File: config.mk
export PLATFORM = sky130hd
export DESIGN_NAME = quarter_wave_synth
export DESIGN_NICKNAME = d
export VERILOG_FILES = /design/src/rtl/mod_pkg.sv /design/src/rtl/sine_quarter_rom.sv /design/src/rtl/quarter_wave_synth.sv
export SDC_FILE = /design/constraint.sdc
export NUM_CORES = 1
export LEC_CHECK = 0
export CORE_ASPECT_RATIO = 1.1
export CORE_MARGIN = 2
export CORE_UTILIZATION = 47
export CTS_CLUSTER_SIZE = 20
export DETAILED_ROUTE_END_ITERATION = 8
export PLACE_DENSITY = 0.75
export SLEW_MARGIN = 40
export SYNTH_ARGS = -nofsm -noshare
export SYNTH_HDL_FRONTEND = slang
export SYNTH_SLANG_ARGS = --single-unit
File: constraint.sdc
create_clock -name clk -period 2 [get_ports clk]
set_input_delay 0.4 -clock clk [delete_from_list [all_inputs] [get_ports clk]]
set_output_delay 0.4 -clock clk [all_outputs]
set_load 0.02 [all_outputs]
File: src/rtl/mod_pkg.sv
// Shared constants, sample type and quarter-wave sine table for the carrier synthesiser.
package mod_pkg;
  localparam int QUARTER_LEN = 64;
  localparam int ROM_W       = 7;
  localparam int AMP_W       = 8;
  localparam int AMP_MAX     = 127;

  typedef logic signed [AMP_W-1:0] sample_t;

  typedef enum logic {
    SYM_IDLE   = 1'b0,
    SYM_ACTIVE = 1'b1
  } sym_state_t;

  // Q[k] = round(127 * sin(pi * k / 128)), k = 0..63
  function automatic logic [ROM_W-1:0] quarter_sine(input int k);
    logic [ROM_W-1:0] q;
    case (k)
      0: q = 7'd0;    1: q = 7'd3;    2: q = 7'd6;    3: q = 7'd9;
      4: q = 7'd12;   5: q = 7'd16;   6: q = 7'd19;   7: q = 7'd22;
      8: q = 7'd25;   9: q = 7'd28;  10: q = 7'd31;  11: q = 7'd34;
     12: q = 7'd37;  13: q = 7'd40;  14: q = 7'd43;  15: q = 7'd46;
     16: q = 7'd49;  17: q = 7'd51;  18: q = 7'd54;  19: q = 7'd57;
     20: q = 7'd60;  21: q = 7'd63;  22: q = 7'd65;  23: q = 7'd68;
     24: q = 7'd71;  25: q = 7'd73;  26: q = 7'd76;  27: q = 7'd78;
     28: q = 7'd81;  29: q = 7'd83;  30: q = 7'd85;  31: q = 7'd88;
     32: q = 7'd90;  33: q = 7'd92;  34: q = 7'd94;  35: q = 7'd96;
     36: q = 7'd98;  37: q = 7'd100; 38: q = 7'd102; 39: q = 7'd104;
     40: q = 7'd106; 41: q = 7'd107; 42: q = 7'd109; 43: q = 7'd111;
     44: q = 7'd112; 45: q = 7'd113; 46: q = 7'd115; 47: q = 7'd116;
     48: q = 7'd117; 49: q = 7'd118; 50: q = 7'd120; 51: q = 7'd121;
     52: q = 7'd122; 53: q = 7'd122; 54: q = 7'd123; 55: q = 7'd124;
     56: q = 7'd125; 57: q = 7'd125; 58: q = 7'd126; 59: q = 7'd126;
     60: q = 7'd126; 61: q = 7'd127; 62: q = 7'd127; 63: q = 7'd127;
      default: q = 7'd0;
    endcase
    return q;
  endfunction
endpackage

File: src/rtl/sine_quarter_rom.sv
// Quarter-wave sine ROM, unsigned magnitudes with a registered read port.
module sine_quarter_rom
  import mod_pkg::*;
#(
  parameter int ADDR_W = 6
) (
  input  logic              clk,
  input  logic [ADDR_W-1:0] addr,
  output logic [ROM_W-1:0]  data
);

  logic [ROM_W-1:0] rom_mem [2**ADDR_W];

  for (genvar gi = 0; gi < 2**ADDR_W; gi++) begin : g_rom_init
    assign rom_mem[gi] = quarter_sine(gi);
  end

  always_ff @(posedge clk) begin
    data <= rom_mem[addr];
  end

endmodule

File: src/rtl/quarter_wave_synth.sv
// Quarter-wave carrier synthesiser: symmetry + sign from accumulator quadrants, optional BPSK.
// Optional feature macro: MOD_BPSK_EN (data handshake, symbol state, underrun pulse).
module quarter_wave_synth #(
  parameter int IDX_W = 6,
  parameter int AMP_W = mod_pkg::AMP_W
) (
  input  logic                    clk,
  input  logic                    rst,
  input  logic [IDX_W-1:0]        idx_in,
  input  logic                    phase_in,
  input  logic                    sign_in,
  input  logic                    data_valid,
  input  logic                    data_bit,
  output logic                    data_ready,
  output logic signed [AMP_W-1:0] sample_out,
  output logic                    sample_valid,
  output logic                    underrun
);
  import mod_pkg::*;

  logic       boundary;
  sym_state_t state_next;
  logic       sym_next;
  logic       unr_now;

  assign boundary = (idx_in == '0) && !phase_in && !sign_in;

`ifdef MOD_BPSK_EN
  sym_state_t state_reg;
  logic       sym_reg;
  logic       transfer;

  assign data_ready = boundary;
  assign transfer   = data_valid && boundary;

  always_ff @(posedge clk or posedge rst) begin
    if (rst) begin
      state_reg <= SYM_IDLE;
      sym_reg   <= 1'b0;
    end else begin
      state_reg <= state_next;
      sym_reg   <= sym_next;
    end
  end

  // The symbol decided at a boundary already governs the boundary sample itself.
  always_comb begin
    state_next = state_reg;
    sym_next   = sym_reg;
    unr_now    = 1'b0;
    if (boundary) begin
      if (transfer) begin
        state_next = SYM_ACTIVE;
        sym_next   = data_bit;
      end else begin
        state_next = SYM_IDLE;
        sym_next   = 1'b0;
        unr_now    = 1'b1;
      end
    end
  end
`else
  logic unused_data;
  assign unused_data = data_valid ^ data_bit ^ boundary;
  assign data_ready  = 1'b0;
  assign state_next  = SYM_ACTIVE;
  assign sym_next    = 1'b0;
  assign unr_now     = 1'b0;
`endif

  logic [IDX_W-1:0] addr_reg;
  logic             neg_reg, idle_reg, unr_reg, valid_reg;
  logic             neg2_reg, idle2_reg, underrun_reg, valid2_reg;
  logic [ROM_W-1:0] rom_q;
  logic signed [AMP_W-1:0] mag;

  // Stage 1: mirror address, effective sign, idle flag.
  always_ff @(posedge clk or posedge rst) begin
    if (rst) begin
      addr_reg  <= '0;
      neg_reg   <= 1'b0;
      idle_reg  <= 1'b1;
      unr_reg   <= 1'b0;
      valid_reg <= 1'b0;
    end else begin
      addr_reg  <= phase_in ? ~idx_in : idx_in;
      neg_reg   <= sign_in ^ sym_next;
      idle_reg  <= (state_next == SYM_IDLE);
      unr_reg   <= unr_now;
      valid_reg <= 1'b1;
    end
  end

  sine_quarter_rom #(
    .ADDR_W (IDX_W)
  ) u_rom (
    .clk  (clk),
    .addr (addr_reg),
    .data (rom_q)
  );

  // Stage 2 control travels alongside the ROM's registered read.
  always_ff @(posedge clk or posedge rst) begin
    if (rst) begin
      neg2_reg     <= 1'b0;
      idle2_reg    <= 1'b1;
      underrun_reg <= 1'b0;
      valid2_reg   <= 1'b0;
    end else begin
      neg2_reg     <= neg_reg;
      idle2_reg    <= idle_reg;
      underrun_reg <= unr_reg;
      valid2_reg   <= valid_reg;
    end
  end

  assign mag          = $signed(AMP_W'(rom_q));
  assign sample_out   = (valid2_reg && !idle2_reg) ? (neg2_reg ? -mag : mag) : '0;
  assign sample_valid = valid2_reg;
  assign underrun     = underrun_reg;

endmodule
==> flow_metrics.env <==
export IMPL_status="complete, but fails checks"
export IMPL_violations="negative setup slack"
export IMPL_peakVddDrop_mv=0.490
export IMPL_drive_gt1_frac=0.266
export IMPL_rsz0062_at_grt="yes"
export IMPL_io_pin_count=23
export IMPL_syn_to_final_growth_pct=25.7
export IMPL_worst_path_buf_inv=2
export IMPL_viasPerCell=5.64
export IMPL_fin_crit_sh=1.03
export IMPL_synth_cell_types=45
export IMPL_grt_pass1_wl_um=4550
export IMPL_ys_flop_type="dfrtp_1"
export IMPL_start_util=0.489
export IMPL_core_um2=2730
export IMPL_port_buffers=18
export IMPL_max_freq_mhz=487
export IMPL_nNetsFinal=199
export IMPL_grt_usage=0.190
export IMPL_maxCapViolCount=0
export IMPL_grt_pass1_vias=1070
export IMPL_vias=1185
export IMPL_dieWidth_um=54.8
export IMPL_skew_ns=0.00234
export IMPL_grt_antenna_before_repair=0
export IMPL_clk_pin_slew_ns=0.11
export IMPL_ys_ff_latch=19
export IMPL_fp_row_count=20
export IMPL_p_leak_uw=0.000726
export IMPL_cts_buffer_depth=2
export IMPL_critPathMaxFanout=4
export IMPL_powerDensity_nw_per_um2=717
export IMPL_critPathKind="register to output port"
export IMPL_hp_class="register to register"
export IMPL_hold_viol=0
export IMPL_final_util=0.614
export IMPL_cts_tree="built"
export IMPL_finalWorstSetupSlack_ns=-0.0554
export IMPL_startpoint="u_rom.data[1]$_DFF_P_"
export IMPL_cts_sinks=19
export IMPL_avgRoutedWirePerCell_um=13.4
export IMPL_clk_latency_ns=0.30
export IMPL_worstHoldStart="valid_reg$_DFF_PP0_"
export IMPL_die_area_um2=3280
export IMPL_fin_crit_ns=2.06
export IMPL_crit_chain="inv_2 -> ha_4 -> nor3b_4 -> or3_4 -> a21oi_2 -> buf_6"
export IMPL_cts_made_buffers=3
export IMPL_drc=0
export IMPL_htree_levels=1
export IMPL_fin_total_pwr_uw=1200
export IMPL_grt_max_degree=23
export IMPL_fin_hold_ws_ns=0.362
export IMPL_slew_viol_final=0
export IMPL_cp_end_kind="output port"
export IMPL_ys_async_sr_fraction=0.632
export IMPL_cts_root_buffer="clkbuf_4"
export IMPL_worstPathArrival_ns=1.66
export IMPL_ctsHoldBuffers=0
export IMPL_cp_required_ns=1.60
export IMPL_synth_edff_count=0
export IMPL_regToRegStartpoint="addr_reg[0]$_DFF_PP0_"
export IMPL_drt_wl_total_um=2810
export IMPL_setup_viol=1
export IMPL_synth_seq_area_share=0.332
export IMPL_drt_iter0_drc=26
export IMPL_antenna_cells=0
export IMPL_first_pass_iters=4
export IMPL_die_h_um=59.8
export IMPL_slowest_stage="or3_4"
export IMPL_final_cells=210
export IMPL_largest_reg_flops=7
export IMPL_postRouteAntennaNets=0
export IMPL_cp_start_kind="register"
export IMPL_ys_warn_count=0
export IMPL_path_delay_family="simple AND/OR/NAND/NOR gates"
export IMPL_synth_area_um2=1330
export IMPL_gp_congestion=0.868
export IMPL_relSlewSlack=0.664
export IMPL_tightest_slew_ns=0.503
export IMPL_dp_final_hpwl_um=2120
export IMPL_dp_cells=204
export IMPL_grt_ovfl_total=0
export IMPL_synth_cells=154
export IMPL_slowest_delay_ns=0.37
export IMPL_avgSynthCellArea_um2=8.65
[kinds of logic (layout without fill, tap and decap cells)]
| family | count (synthesis) | in the layout | synth area share |
|---|---|---|---|
| fa+ha+maj | 9 | 9 | 0.0845 |
| other cells | 2 | 4 | 0.00564 |
| buf+inv | 24 | 45 | 0.0761 |
| mux | 8 | 8 | 0.0714 |
| compound gates | 45 | 45 | 0.229 |
| flops | 19 | 19 | 0.332 |
| simple gates | 37 | 37 | 0.135 |
| xor+xnor | 10 | 10 | 0.0657 |
[Yosys cell counts, types with 2 or more instances]
library cell / number / area, um2
a21oi_1: 13 / 65.1
a221o_1: 3 / 30.0
a22oi_1: 2 / 15.0
a31oi_1: 2 / 12.5
buf_1: 2 / 7.51
buf_2: 3 / 15.0
buf_4: 2 / 15.0
clkbuf_1: 6 / 22.5
conb_1: 2 / 7.51
dfrtp_1: 10 / 250
dfstp_2: 2 / 52.6
dfxtp_1: 7 / 140
ha_1: 9 / 113
inv_1: 10 / 37.5
mux2_2: 2 / 22.5
mux2i_1: 5 / 50.1
nand2_1: 7 / 26.3
nand2b_1: 4 / 25.0
nor2_1: 13 / 48.8
nor2b_1: 2 / 12.5
nor3_1: 2 / 10.0
nor3b_1: 2 / 15.0
o21ai_0: 11 / 55.1
o221ai_1: 3 / 26.3
or3_1: 2 / 12.5
xnor2_1: 2 / 17.5
xor2_1: 8 / 70.1
[final cells by class]
type,count,area (um2)
fillers,248,1050
multi-input cells,113,870
flip-flops and latches,19,452
repair buffers,30,244
inverters,11,41.3
well taps,33,41.3
clock buffers,3,22.5
clock inverters,1,5.00
[metal layers]
| metal | share of wire | track usage | vias up |
|---|---|---|---|
| met2 | 0.55 | 0.340 | 33 |
| met1 | 0.40 | 0.225 | 559 |
| met3 | 0.033 | 0.0325 | 3 |
| met5 | 0 | 0 | - |
| met4 | 0.0089 | 0.0536 | 0 |
| li1 | - | - | 590 |
[where the power goes]
group	internal (uW)	switching, uW
registers	441	78.7
logic	242	246
clock network	74.6	119
[stage by stage]
| stage | TNS, ns | cell area [um2] | setup WS [ns] |
|---|---|---|---|
| final | -0.0554 | 1680 | -0.0554 |
| after floorplan | 0 | 1360 | 0.0173 |
| after global placement | -0.421 | 1590 | -0.164 |
| after CTS | -0.0410 | 1620 | -0.0410 |
| after detailed placement | -0.605 | 1590 | -0.235 |
| after global routing | -0.211 | 1680 | -0.114 |
[path summary, 6_finish.rpt]
kind	cells past startpoint	slack (ns)	end
min in group asynchronous	2	0.38	sample_valid$_DFF_PP0_
setup / recovery	6	-0.06	sample_out[4]
hold reg to reg	0	0.36	sample_valid$_DFF_PP0_
max in group asynchronous	2	1.30	idle_reg$_DFF_PP1_
setup reg to reg	6	0.14	u_rom.data[0]$_DFF_P_
hold / removal	0	0.36	sample_valid$_DFF_PP0_
[cells in the final DEF (no fill, tap or decap), drive strengths merged, types with 2 or more instances in the layout]
cell type      count
nand2b             4
dfrtp             10
mux2i              5
dfstp              2
xnor2              2
nand2              7
nor3b              2
or3                2
nor3               2
clkdlybuf4s50     10
o221ai             3
clkbuf             4
a22oi              2
dlygate4sd2        2
inv               11
a21oi             13
a221o              3
a31oi              2
nor2              13
xor2               8
conb               4
nor2b              2
dfxtp              7
o21ai             11
mux2               2
buf               17
ha                 9
[repair_timing]
| item | in CTS | in global routing |
|---|---|---|
| endpoints found under the setup margin | 8 | 7 |
| gates resized for setup | 29 | 20 |
| setup buffers | 0 | 2 |
| pin swaps | 1 | 5 |
| gates cloned | 0 | 0 |
Power figures use the tool's default switching activity.
